<file path="src/rtl/sha256_wntz_chain.sv">
// Winternitz hash-chain sequencer: value = H(prefix || j || value) for j = start_j..stop_j,
// one single-block SHA-256 per step, issued to an external sha256_core.
module sha256_wntz_chain #(
    parameter int PREFIX_BYTES = 22
) (
    input  logic                      clk,
    input  logic                      reset_n,
    input  logic                      zeroize,
    input  logic                      start,
    input  logic                      abort,
    input  logic [3:0]                w,
    input  logic                      n_mode,
    input  logic [8*PREFIX_BYTES-1:0] prefix,
    input  logic [255:0]              seed,
    input  logic [7:0]                start_j,
    input  logic [7:0]                stop_j,
    output logic                      busy,
    output logic                      done,
    output logic                      error,
    output logic [255:0]              result,
    output logic                      result_valid,
    output logic [8:0]                step_cnt,
    output logic                      core_zeroize,
    output logic                      core_init,
    output logic                      core_mode,
    output logic [511:0]              core_block,
    input  logic                      core_ready,
    input  logic [255:0]              core_digest,
    input  logic                      core_digest_valid
);

    localparam logic [63:0] LEN_N32 = 64'((PREFIX_BYTES + 33) * 8);
    localparam logic [63:0] LEN_N24 = 64'((PREFIX_BYTES + 25) * 8);

    typedef enum logic [2:0] {S_IDLE, S_ISSUE, S_WAIT, S_DRAIN, S_DONE} state_t;

    state_t                    state, state_nxt;
    logic [8*PREFIX_BYTES-1:0] prefix_reg;
    logic [255:0]              chain_reg;
    logic [7:0]                j_reg, stop_reg;
    logic                      n_reg;
    logic                      dv_q;
    logic                      dv_rise;
    logic                      start_ok;

    // SHA-192 truncation keeps only the upper 24 bytes of a value.
    function automatic logic [255:0] mask_n(input logic [255:0] v, input logic n32);
        return n32 ? v : {v[255:64], 64'h0};
    endfunction

    function automatic logic start_legal(input logic [3:0] wp, input logic [7:0] sj,
                                         input logic [7:0] ej);
        logic [7:0] limit;
        logic       w_ok;
        w_ok  = 1'b1;
        limit = 8'd0;
        case (wp)
            4'd1:    limit = 8'd0;
            4'd2:    limit = 8'd2;
            4'd4:    limit = 8'd14;
            4'd8:    limit = 8'd254;
            default: w_ok  = 1'b0;
        endcase
        return w_ok && (sj <= ej) && (ej <= limit);
    endfunction

    // Chain value is already masked, so for n=24 its low 8 bytes are zero before 0x80 lands.
    function automatic logic [511:0] build_block(input logic [8*PREFIX_BYTES-1:0] pfx,
                                                 input logic [7:0] j, input logic [255:0] v,
                                                 input logic n32);
        logic [511:0] b;
        b = '0;
        b[511 -: 8*PREFIX_BYTES]           = pfx;
        b[511-8*PREFIX_BYTES -: 8]         = j;
        b[511-8*(PREFIX_BYTES+1) -: 256]   = v;
        if (n32) begin
            b[511-8*(PREFIX_BYTES+33) -: 8] = 8'h80;
            b[63:0]                         = LEN_N32;
        end else begin
            b[511-8*(PREFIX_BYTES+25) -: 8] = 8'h80;
            b[63:0]                         = LEN_N24;
        end
        return b;
    endfunction

    assign dv_rise      = core_digest_valid & ~dv_q;
    assign start_ok     = start_legal(w, start_j, stop_j);
    assign busy         = (state != S_IDLE);
    assign core_zeroize = zeroize;
    assign core_mode    = 1'b1;

    always_comb begin
        state_nxt = state;
        case (state)
            S_IDLE:  if (start && start_ok) state_nxt = S_ISSUE;
            S_ISSUE: begin
                if (abort)           state_nxt = S_IDLE;
                else if (core_ready) state_nxt = S_WAIT;
            end
            S_WAIT: begin
                if (abort)        state_nxt = S_DRAIN;
                else if (dv_rise) state_nxt = (j_reg == stop_reg) ? S_DONE : S_ISSUE;
            end
            S_DRAIN: if (dv_rise) state_nxt = S_IDLE;
            S_DONE:  state_nxt = S_IDLE;
            default: state_nxt = S_IDLE;
        endcase
    end

    always_ff @(posedge clk) begin
        if (!reset_n || zeroize) begin
            state        <= S_IDLE;
            prefix_reg   <= '0;
            chain_reg    <= '0;
            j_reg        <= '0;
            stop_reg     <= '0;
            n_reg        <= 1'b0;
            dv_q         <= 1'b0;
            done         <= 1'b0;
            error        <= 1'b0;
            result       <= '0;
            result_valid <= 1'b0;
            step_cnt     <= '0;
            core_init    <= 1'b0;
            core_block   <= '0;
        end else begin
            state     <= state_nxt;
            dv_q      <= core_digest_valid;
            done      <= 1'b0;
            error     <= 1'b0;
            core_init <= 1'b0;
            case (state)
                S_IDLE: begin
                    if (start && !start_ok) begin
                        error <= 1'b1;
                    end else if (start) begin
                        prefix_reg   <= prefix;
                        chain_reg    <= mask_n(seed, n_mode);
                        n_reg        <= n_mode;
                        j_reg        <= start_j;
                        stop_reg     <= stop_j;
                        step_cnt     <= '0;
                        result_valid <= 1'b0;
                    end
                end
                // Block is registered together with init so it is stable for the whole hash.
                S_ISSUE: begin
                    if (!abort && core_ready) begin
                        core_init  <= 1'b1;
                        core_block <= build_block(prefix_reg, j_reg, chain_reg, n_reg);
                    end
                end
                S_WAIT: begin
                    if (!abort && dv_rise) begin
                        chain_reg <= mask_n(core_digest, n_reg);
                        step_cnt  <= step_cnt + 9'd1;
                        if (j_reg != stop_reg) j_reg <= j_reg + 8'd1;
                    end
                end
                S_DONE: begin
                    done         <= 1'b1;
                    result       <= chain_reg;
                    result_valid <= 1'b1;
                end
                default: ;
            endcase
        end
    end

endmodule
</file>
<file path="config.mk">
export PLATFORM = sky130hd
export DESIGN_NAME = sha256_wntz_chain
export DESIGN_NICKNAME = d
export VERILOG_FILES = /design/src/rtl/sha256_wntz_chain.sv
export SDC_FILE = /design/constraint.sdc
export NUM_CORES = 2
export LEC_CHECK = 0
export CORE_AREA = 2 2 588 590
export DETAILED_ROUTE_END_ITERATION = 10
export DIE_AREA = 0 0 590 592
export MAX_ROUTING_LAYER = met4
export PLACE_DENSITY = 0.39
export SLEW_MARGIN = 20
export SYNTH_ARGS = -nofsm -noshare
export SYNTH_HDL_FRONTEND = slang
export SYNTH_SLANG_ARGS = --single-unit
</file>
<file path="constraint.sdc">
create_clock -name clk -period 4.83 [get_ports clk]
set_input_delay 0.966 -clock clk [delete_from_list [all_inputs] [get_ports clk]]
set_output_delay 0.966 -clock clk [all_outputs]
set_load 0.02 [all_outputs]
</file>
Word level (Yosys, flattened, before mapping)
Index checks and enable logic that the tools add are counted.
{ "totals": {"wordCells": 98, "ff_bits": 1234} }
{ "classes": {"n_mux": 34, "magnitude_cmp": 2, "reduce_logical": 23, "add_sub_neg": 2, "eq_ne": 18, "n_bitwise": 5} }
{ "ops": {"columns": ["operator", "count"], "rows": [
  ["256-bit 2-to-1 mux", 3],
  ["256-bit case mux with 2 select lines", 1],
  ["64-bit 2-to-1 mux", 2],
  ["8-bit 2-to-1 mux", 7],
  ["9-bit 2-to-1 mux", 3],
  ["8-bit case mux with 3 select lines", 1],
  ["3-bit 2-to-1 mux", 7],
  ["9-bit case mux with 2 select lines", 1],
  ["8-bit <= comparator", 2],
  ["8-bit case mux with 2 select lines", 1],
  ["2-bit != test, second input constant", 6],
  ["3-bit case mux with 4 select lines", 1],
  ["9-bit by 1-bit adder with 9-bit output, second input constant", 1],
  ["8-bit by 1-bit adder with 8-bit output, second input constant", 1],
  ["8-bit equality test", 1],
  ["8-bit != test", 1],
  ["4-bit AND reduction", 2],
  ["3-bit by 2-bit equality test with 1-bit output, second input constant", 2],
  ["1-bit logical AND", 6],
  ["1-bit 2-to-1 mux", 6],
  ["3-bit != test, second input constant", 2],
  ["3-bit AND reduction", 2],
  ["5-bit AND reduction", 1],
  ["4-bit by 1-bit equality test with 1-bit output, second input constant", 1],
  ["other kinds (16)", 23]
]} }

Logic depth before layout (Yosys ltp)
{ "logic_depth": {"word_depth": 9, "mapped_depth": 13, "depth_no_buf": 10} }

Worst setup path after synthesis
Ideal clock, no wire load.
{ "synth_path": {"path_type": "input-to-reg", "from": "input port w[0]", "to": "register chain_reg[32]", "stages": 12, "path_slack_ns": 1.585, "arrival_ns": 3.113, "setup_time_ns": 0.132, "path_buffers": 2, "required_ns": 4.698, "path_cell_list": "nor2_1 > nand3b_1 > ha_1 > a21oi_1 > o21ai_0 > o22a_1 > nor4_4 > a21oi_2 > buf_2 > clkbuf_1 > a221oi_1 > nor3_1"} }
{ "synth_between": {"elab_chain_len": 9, "word_cells_on_any_way": 14, "classes_between": "1 x order compare; 5 x eq/ne; 2 x mux; 6 x reduce/logical"} }
{ "synth_lines": {"columns": ["item", "line_no", "source"], "rows": [
  ["start: declaration", "11", "input logic [3:0] w,"],
  ["parallel branches: the longest is 4 deep, another holds 8-bit <= comparator", null, null],
  ["1-bit logical AND *", "64", "return w_ok && (sj <= ej) && (ej <= limit);"],
  ["1-bit zero test *", "134", "if (start && !start_ok) begin"],
  ["1-bit logical AND *", "134", null],
  ["2-bit != test (no line) *", null, null],
  ["4-bit AND reduction (no line) *", null, null],
  ["end signal: assignment", "138", "chain_reg <= mask_n(seed, n_mode);"],
  ["end signal: assignment", "155", "chain_reg <= mask_n(core_digest, n_reg);"],
  ["end: declaration", "39", "logic [255:0] chain_reg;"]
]} }
Mark *: on every way between the ends.
A chain may end at the register's enable or synchronous reset.

Worst setup path in the final report
{ "layout_path": {"from": "input port w[1]", "to": "register chain_reg[35]"} }
Same word-level chain as after synthesis.

==> results.cfg <==
[run_status]
status = finished, final reports clean

[sta]
finalSetupViolations = 0
max_freq_ghz = 0.256
worst_pin_slew_ps = 981
worst_clock_skew_ps = 43.4
slew_headroom = 0.346
hold_violations = 0
layout_min_cycle_time_ps = 3910
whs_ps = 444
rsz0062_at_grt = false
drv_slew = 0
layout_worst_path_cycle_share = 0.809

[run]
max-cap-violations = 0

[synthesis]
ys_types = 47
syn_inst = 5497
yosysTopAreaCellShare = 0.542
synthFlopType = dfxtp_1
synth_edf_count = 0
synthTopCellsByCount = 2163 x nand2_1, 1165 x dfxtp_1, 905 x a21oi_1
ys_ff_latch = 1165
async_flop_share = 0
yosys-top-cells-area = dfxtp_1 54%, nand2_1 19%, a21oi_1 11%, a311oi_1 4.0%, clkbuf_1 3.2%
synth_most_common_cell = nand2_1
synth_warnings = 0
avgSynthCellArea_um2 = 7.83
ys_seq_area_frac = 0.542
synth.largest_area_cell = dfxtp_1
syn_area_mm2 = 0.0430

[clocking]
htree_levels = 4
path_clk_slew_ps = 60
cts_tree = done
post_cts_buffers = 0
root_buffer = clkbuf_16
clkSinkCount = 1165
cts_resized = 0
cts_hold_buffers = 0
cts_buffer_depth = 4
numCtsBuffers = 153
clk_latency_ps = 840

[die]
die_y_um = 592
core-area_mm2 = 0.342
start_util = 0.126
die_w_um = 590
rows = 215
die-area_mm2 = 0.349
io_pins = 1500

[critical_path]
crit_required_ps = 5500
cp_max_fo = 49
slowest_stage = a221oi_1
cp-start-kind = primary input
path_common_cell = buf_4
critPathKind = primary input to flip-flop
cp_data_arrival_time_ps = 4580
cp_cell_sequence = clkdlybuf4s50_1 -> nor2_1 -> nand3b_1 -> ha_1 -> a21oi_1 -> o21ai_0 -> o22a_1 -> nor4_4 -> buf_4 -> a21oi_4 -> buf_12 -> a221oi_1 -> buf_4 -> nor3_1
crit_path_end_kind = flip-flop
slowest_delay_ps = 660

[placed_design]
hpwl_mm = 234
routabilityCongestion = 0.907
port_buffers = 1433

[power_and_ir_drop]
power_frac_seq = 0.430
clockPowerShare = 0.513
irDropWorstVdd_uv = 241
power_density_mw_per_mm2 = 332
power.switching_mw = 5.44
p_total_mw = 22.5
p_sw_frac = 0.241
comb_power_share = 0.057
leakage_nw = 20.9
intPower_mw = 17.1

[routing]
antenna_left = 0
drt_iter0_drc = 2786
via_count = 44419
routedWlPerCell_um = 25.4
dr.pass1.iters = 7
vias_per_cell = 3.84
drt_wl_total_mm = 293
drcViolationCount = 0

[grt]
grtUsageTotal = 0.165
grt_max_degree = 112
grt_pass1_wl_mm = 386
antenna_found_initial = 201
grt.overflow.total = 0
grt_pass1_vias = 43111

[finish]
drive_gt1_frac = 0.0561
largest_register_ffs = 443
area_growth_pct = 57.6
final_util = 0.198
nets = 7507

[min_path]
hold_path.class = flip-flop to flip-flop
metal layers:
layer | vias up | GRT usage | part of all wire
li1 | 20812 | - | -
met1 | 21470 | 0.176 | 0.38
met2 | 1754 | 0.271 | 0.47
met3 | 383 | 0.0818 | 0.12
met4 | 0 | 0.0413 | 0.030
met5 | - | - | 0
area by class of cell:
class	count	area [um2]
fill	38393	275000
sequential	1165	23300
multi-input combinational	3866	17600
timing repair buffer	1576	15900
tap	4557	5700
clock buffer	222	4410
clock inverter	44	566
antenna	129	323
inverter	12	45.0
critical path, delay by kind of cell:
| family | cells | cell delay, ps |
|---|---|---|
| buffers and inverters | 4 | 1170 |
| adder cells (fa/ha/maj) | 1 | 360 |
| AO/OA/AOI/OAI | 5 | 1240 |
| AND/OR/NAND/NOR | 4 | 750 |
path summary, 6_finish.rpt:
path / start / endpoint / slack [ps] / cells past startpoint
hold reg to reg: prefix_reg[76] / core_block[412] / 440 / 2
hold / removal: prefix_reg[76] / core_block[412] / 440 / 2
setup / recovery: w[1] / chain_reg[35] / 920 / 14
setup reg to reg: state[2] / chain_reg[35] / 1590 / 8
cells by family after synthesis:
kind of cell	after synthesis	share of synthesized area
adders and majority gates	17	0.00494
and+or+nand+nor	2571	0.230
buffers and inverters	530	0.0564
xor gates and xnor gates	9	0.00183
DFF	1165	0.542
muxes	2	0.000465
AOI/OAI and AO/OA	1201	0.164
other	2	0.000175
metrics by stage:
| stage | cell area, um2 | instances | TNS [ps] | setup slack [ps] |
|---|---|---|---|---|
| floorplan | 43300 | 5561 | 0 | 1580 |
| global placement | 62500 | 11176 | -61.4 | -61.4 |
| detailed placement | 62500 | 11176 | 0 | 71.1 |
| CTS | 67500 | 11442 | 0 | 974 |
| global route | 67800 | 11549 | 0 | 767 |
| finish | 67800 | 11571 | 0 | 922 |
power groups by stage:
stage,logic (mW),clock network [mW],registers [mW]
2_1_floorplan,0.436,0,9.88
3_3_place_gp,1.29,0,9.89
3_5_place_dp,1.29,0,9.89
4_1_cts,1.30,11.9,9.68
5_1_grt,1.36,12.3,9.68
6_report,1.28,11.6,9.68
layout by cell type (no fill, tap or decap), types with 3 or more instances in the layout:
master | netlist | routed
ha_1 | 17 | 17
nand2_4 | 0 | 3
nand2_1 | 2163 | 2160
a221oi_1 | 64 | 64
o21ai_0 | 13 | 13
xnor2_1 | 8 | 8
o32ai_1 | 4 | 4
clkdlybuf4s50_1 | 0 | 1433
bufinv_16 | 0 | 8
conb_1 | 2 | 66
nand3_1 | 17 | 17
and2_1 | 7 | 4
a21oi_1 | 905 | 905
dfxtp_1 | 1165 | 1164
nor3_1 | 70 | 70
clkbuf_8 | 0 | 28
and2_4 | 0 | 4
clkbuf_16 | 0 | 155
nand3b_1 | 3 | 3
diode_2 | 0 | 129
clkinv_2 | 0 | 17
clkinv_4 | 0 | 3
or3_1 | 7 | 7
clkinvlp_4 | 0 | 6
nand2b_1 | 5 | 4
clkinv_8 | 0 | 5
clkbuf_1 | 369 | 39
buf_4 | 77 | 107
nand4_1 | 7 | 7
or4_1 | 3 | 3
buf_12 | 0 | 36
nor2b_1 | 3 | 3
o31ai_1 | 4 | 4
a311oi_1 | 195 | 195
nor2_1 | 276 | 276
inv_1 | 12 | 12
Note: power is estimated with default switching activity, not from simulation.
